<file path="config.mk">
export PLATFORM = sky130hd
export DESIGN_NAME = song_reader
export DESIGN_NICKNAME = d
export VERILOG_FILES = /design/src/rtl/song_reader.sv
export SDC_FILE = /design/constraint.sdc
export NUM_CORES = 1
export LEC_CHECK = 0
export ABC_AREA = 1
export CAP_MARGIN = 20
export CORE_MARGIN = 5
export CORE_UTILIZATION = 62
export CTS_BUF_LIST = sky130_fd_sc_hd__clkbuf_2 sky130_fd_sc_hd__clkbuf_4 sky130_fd_sc_hd__clkbuf_8
export DETAILED_ROUTE_END_ITERATION = 8
export DONT_BUFFER_PORTS = 1
export MAX_ROUTING_LAYER = met4
export PLACE_DENSITY = 0.88
export RECOVER_POWER = 50
export SLEW_MARGIN = 20
export SYNTH_ARGS = -nofsm -noshare
export SYNTH_HDL_FRONTEND = slang
export SYNTH_SLANG_ARGS = --single-unit
</file>
<file path="constraint.sdc">
create_clock -name clk -period 1.9 [get_ports clk]
set_input_delay 0.285 -clock clk [delete_from_list [all_inputs] [get_ports clk]]
set_output_delay 0.285 -clock clk [all_outputs]
set_load 0.02 [all_outputs]
</file>
<file path="src/rtl/song_reader.sv">
// Song ROM sequencer: walks the 32 entries of the selected song, hands note entries
// to the lowest free voice and paces advance entries by counting beat pulses.
module song_reader (
   input  logic        clk,
   input  logic        reset_n,
   input  logic        play,
   input  logic [1:0]  song_sel,
   input  logic        beat,
   output logic [6:0]  rom_addr,
   input  logic [15:0] rom_data,
   input  logic [2:0]  voice_free,
   output logic        new_note,
   output logic [2:0]  voice_load,
   output logic [5:0]  note_out,
   output logic [5:0]  dur_out,
   output logic [2:0]  meta_out,
   output logic        song_done
);

   typedef enum logic [2:0] {
      S_IDLE,
      S_FETCH,
      S_DECODE,
      S_WAIT_VOICE,
      S_ADVANCE,
      S_NEXT,
      S_DONE
   } state_t;

   state_t      r_state, w_state;
   logic [4:0]  r_index, w_index;
   logic [5:0]  r_wait, w_wait;
   logic [1:0]  r_song, w_song;
   logic [6:0]  r_rom_addr, w_rom_addr;
   logic        r_new_note, w_new_note;
   logic [2:0]  r_voice_load, w_voice_load;
   logic [5:0]  r_note, w_note;
   logic [5:0]  r_dur, w_dur;
   logic [2:0]  r_meta, w_meta;
   logic        r_song_done, w_song_done;
   logic [5:0]  r_hold_note, w_hold_note;
   logic [5:0]  r_hold_dur, w_hold_dur;
   logic [2:0]  r_hold_meta, w_hold_meta;

   logic        w_is_adv;
   logic [5:0]  w_field;
   logic [5:0]  w_ent_dur;
   logic [2:0]  w_ent_meta;
   logic [2:0]  w_first_free;

   assign w_is_adv   = rom_data[15];
   assign w_field    = rom_data[14:9];
   assign w_ent_dur  = rom_data[8:3];
   assign w_ent_meta = rom_data[2:0];

   always_comb begin
      w_first_free = 3'b000;
      if (voice_free[0])      w_first_free = 3'b001;
      else if (voice_free[1]) w_first_free = 3'b010;
      else if (voice_free[2]) w_first_free = 3'b100;
   end

   // Every state change and counter update is gated by play, which freezes the walk.
   always_comb begin
      w_state      = r_state;
      w_index      = r_index;
      w_wait       = r_wait;
      w_song       = r_song;
      w_rom_addr   = r_rom_addr;
      w_new_note   = 1'b0;
      w_voice_load = '0;
      w_note       = r_note;
      w_dur        = r_dur;
      w_meta       = r_meta;
      w_song_done  = 1'b0;
      w_hold_note  = r_hold_note;
      w_hold_dur   = r_hold_dur;
      w_hold_meta  = r_hold_meta;

      case (r_state)
         S_IDLE: begin
            w_index = '0;
            w_song  = song_sel;
            if (play) begin
               w_state    = S_FETCH;
               w_rom_addr = {song_sel, 5'd0};
            end
         end
         S_FETCH: begin
            if (play) w_state = S_DECODE;
         end
         S_DECODE: begin
            if (play) begin
               w_hold_note = w_field;
               w_hold_dur  = w_ent_dur;
               w_hold_meta = w_ent_meta;
               if (!w_is_adv) begin
                  if (w_field == 6'd0) begin
                     w_state = S_NEXT;
                  end else if (|voice_free) begin
                     w_new_note   = 1'b1;
                     w_voice_load = w_first_free;
                     w_note       = w_field;
                     w_dur        = w_ent_dur;
                     w_meta       = w_ent_meta;
                     w_state      = S_NEXT;
                  end else begin
                     w_state = S_WAIT_VOICE;
                  end
               end else if (w_field == 6'd0) begin
                  w_state = S_NEXT;
               end else begin
                  w_wait  = w_field;
                  w_state = S_ADVANCE;
               end
            end
         end
         S_WAIT_VOICE: begin
            if (play && (|voice_free)) begin
               w_new_note   = 1'b1;
               w_voice_load = w_first_free;
               w_note       = r_hold_note;
               w_dur        = r_hold_dur;
               w_meta       = r_hold_meta;
               w_state      = S_NEXT;
            end
         end
         S_ADVANCE: begin
            if (play && beat) begin
               w_wait = r_wait - 6'd1;
               if (r_wait == 6'd1) w_state = S_NEXT;
            end
         end
         S_NEXT: begin
            if (play) begin
               if (r_index == 5'd31) begin
                  w_state     = S_DONE;
                  w_song_done = 1'b1;
               end else begin
                  w_index    = r_index + 5'd1;
                  w_rom_addr = {r_song, r_index + 5'd1};
                  w_state    = S_FETCH;
               end
            end
         end
         S_DONE: begin
            if (play) w_state = S_IDLE;
         end
         default: w_state = S_IDLE;
      endcase
   end

   always_ff @(posedge clk) begin
      if (!reset_n) begin
         r_state      <= S_IDLE;
         r_index      <= '0;
         r_wait       <= '0;
         r_song       <= '0;
         r_rom_addr   <= '0;
         r_new_note   <= 1'b0;
         r_voice_load <= '0;
         r_note       <= '0;
         r_dur        <= '0;
         r_meta       <= '0;
         r_song_done  <= 1'b0;
         r_hold_note  <= '0;
         r_hold_dur   <= '0;
         r_hold_meta  <= '0;
      end else begin
         r_state      <= w_state;
         r_index      <= w_index;
         r_wait       <= w_wait;
         r_song       <= w_song;
         r_rom_addr   <= w_rom_addr;
         r_new_note   <= w_new_note;
         r_voice_load <= w_voice_load;
         r_note       <= w_note;
         r_dur        <= w_dur;
         r_meta       <= w_meta;
         r_song_done  <= w_song_done;
         r_hold_note  <= w_hold_note;
         r_hold_dur   <= w_hold_dur;
         r_hold_meta  <= w_hold_meta;
      end
   end

   assign rom_addr   = r_rom_addr;
   assign new_note   = r_new_note;
   assign voice_load = r_voice_load;
   assign note_out   = r_note;
   assign dur_out    = r_dur;
   assign meta_out   = r_meta;
   assign song_done  = r_song_done;

endmodule

</file>
==> results by group <==
Power and ir drop
  • Pwr per Cell Area: 1310 mW/mm^2
  • Worst vdd ir: 0.000638 V
  • Leakage: 1.37 nW
  • Total power: 0.00399 W

Worst hold path
  • WHS Path Cells: 2
  • HP Class: input pin to flip-flop

Floorplanning
  • Placement row count: 24
  • Die outline height: 77.4 um
  • Top Ports: 52
  • Full die area: 0.00599 mm^2
  • Die W: 77.4 um
  • Starting density of the core: 64.2%
  • CORE AREA: 0.00438 mm^2

Final layout
  • Area Overhead vs Synth: 8.49%
  • Most frequent cells in the layout: nand2_1, nor2_1, dfxtp_1
  • Antenna cells: 0
  • Final non-filler cell total: 476
  • Filler cell count: 373
  • Post-route cell area: 0.00306 mm^2
  • Share of cells above drive strength 1: 7.78%
  • Fin nets: 449
  • Commonest non-fill, non-tap cell in the layout: nand2_1

Worst setup path
  • Startpoint types: flip-flop
  • WS Path Type: flip-flop to flip-flop
  • Critical Path Start: r_index[0]
  • Slowest-stage cell, CP: dfxtp_1
  • CP Capture Type: flip-flop
  • R2r endpoint: r_index[3]
  • Worst r2r src: r_index[0]
  • Crit Path Max Fanout: 4
  • CP arrival: 2.03 ns
  • Crit path capture: r_index[3]
  • CP Data Required Time: 2.17 ns
  • Crit path depth: 7
  • Cell Chain, Critical Path: ha_1, and3_1, ha_1, nor2_4, nand2_2, or2_2, a21oi_1
  • CP bufs+invs: 0
  • Reg2reg setup slack: 0.13 ns
  • Most used cell, CP: ha_1
  • Reg2Reg Depth: 7
  • CP peak stage delay: 0.34 ns
  • Top cell family by delay on the critical path: simple AND/OR/NAND/NOR gates

Timing
  • Tmin final: 1.77 ns
  • Tcrit/Tclk final: 93.0%
  • F_max: 566 MHz
  • Slew at the pin closest to its max-slew limit: 0.463 ns
  • # setup viols final: 0
  • Hold Vio Cnt, Final: 0
  • Unrepaired setup endpoints after global routing: no
  • Setup TNS: 0 ns
  • Relative slew slack: 69.0%
  • Layout Skew: 0.00345 ns
  • Max-slew violation count: 0
  • Final Worst Setup Slack: 0.133 ns

Drt
  • Antenna-violating nets left: 0
  • Vias/cell: 5.45
  • DRT Pass-1 Iters: 4
  • Total Wirelength: 6320 um
  • Vias: 2593
  • Routed WL per cell: 13.3 um
  • DR iter-0 viols: 166
  • DR DRC count: 0

GRT
  • Global Route Usage Sum: 21.9%
  • Initial antenna violation count: 0
  • Global-route wire length before repair: 10500 um
  • Pin count of the biggest net entering global routing: 45
  • Grt total ovfl: 0
  • Vias in the first global route: 2358

Clock network
  • Worst skew pair latency: 0.34 ns
  • CTS tree: yes
  • CTS sink count: 58
  • Root Driver: clkbuf_8
  • Maximum root-to-sink buffer count: 2
  • CTS clk-pin slew, worst paths: 0.06 ns
  • Num CTS Buffers: 9
  • # H-tree levels: 3

Place
  • # port buffers: 0
  • Final Wtd Congestion: 0.869
  • Pre-CTS WS: 0.0432 ns
  • Placed Cells incl. Taps: 461
  • Hpwl dp: 4410 um
  • DP Area: 0.00285 mm^2

Status
  • Status: finished clean

Synthesis
  • Syn. warnings: 0
  • Area leader, netlist: dfxtp_1
  • Synth top area cells: dfxtp_1, nand2_1, nor2_1, o21ai_0, a21oi_1
  • Sequential fraction of the synthesis area: 41.2%
  • Mapped Area: 0.00282 mm^2
  • Top cell type's share of synthesized area: 41.2%
  • Syn Area/Cell: 6.71 um^2
  • Cells after synthesis: 420
  • Yosys reg bits: 58
  • Count of unique library cells instantiated by Yosys: 30
  • Synth Net Count: 449

Job
  • Max Cap Viol: 0
worst min path at each step:
stage / from / endpoint / slack (ns)
after global placement: reset_n / r_wait[3] / 0.41
final: reset_n / r_wait[2] / 0.07
after CTS: reset_n / r_wait[2] / 0.05
after floorplan: voice_free[2] / voice_load[2] / 0.42
after global routing: reset_n / r_wait[2] / 0.05
after detailed placement: reset_n / r_wait[0] / 0.41
cells in the mapped netlist, drive strengths merged:
cell type and instances:
dfxtp 58, o22ai 1, o21a 1, buf 9, xor2 2, clkbuf 6, o211ai 1, nand4 2
nand3 19, a21oi 31, o2111ai 1, or2 2, o21ai 40, nor3 5, and3 1, inv 42
nand2 101, nor2 77, a21o 1, nand3b 16, ha 4
cell type report:
| class | count | area [um^2] | share of cell area [%] |
|---|---|---|---|
| flip-flops and latches | 58 | 1160 | 38.0 |
| multi-input cells | 305 | 1450 | 47.4 |
| well taps | 52 | 65.1 | 2.13 |
| repair buffers | 4 | 30.0 | 0.983 |
| inverters | 42 | 158 | 5.16 |
| clock buffers | 14 | 186 | 6.10 |
| clock inverters | 1 | 7.51 | 0.246 |
repair_timing:
item,in CTS,in global routing
buffers inserted,0,0
endpoints found under the hold margin,0,0
hold buffers,0,0
gates resized for setup,0,5
endpoints found under the setup margin,0,11
sequential cells by signal, indices dropped and copies added (netlist names):
signal and count:
dur_out 6, meta_out 3, new_note 1, note_out 6, r_hold_dur 6, r_hold_meta 3, r_hold_note 6, r_index 5
r_song 2, r_state 3, r_wait 6, rom_addr 7, song_done 1, voice_load 3
stage by stage:
stage               util, %  hold WS (ns)
CTS                    69.3        0.0489
global placement       64.9         0.408
floorplan                 -         0.418
detailed placement     64.9         0.412
global route           69.7        0.0512
finish                 69.7        0.0657
cells by family after synthesis:
logic type	Yosys count	share of synthesized area, %
AO/OA/AOI/OAI	76	14.1
XOR/XNOR	2	0.622
adder cells (fa/ha/maj)	4	1.78
buffers and inverters	57	7.95
flip-flops	58	41.2
AND/OR/NAND/NOR	223	34.3
where the power goes:
group | internal, W | total [W] | switching, W
registers | 0.00141 | 0.00163 | 0.000222
clock network | 0.000623 | 0.00109 | 0.000464
logic | 0.000451 | 0.00128 | 0.000827
per-layer routing:
| layer | vias up | global-route usage [%] | share of wire [%] |
|---|---|---|---|
| li1 | 1345 | - | - |
| met2 | 64 | 33.8 | 49 |
| met4 | 0 | 8.93 | 1.9 |
| met3 | 12 | 7.41 | 6.7 |
| met1 | 1172 | 26.1 | 43 |
| met5 | - | - | 0 |
Note: power is estimated with default switching activity, not from simulation.
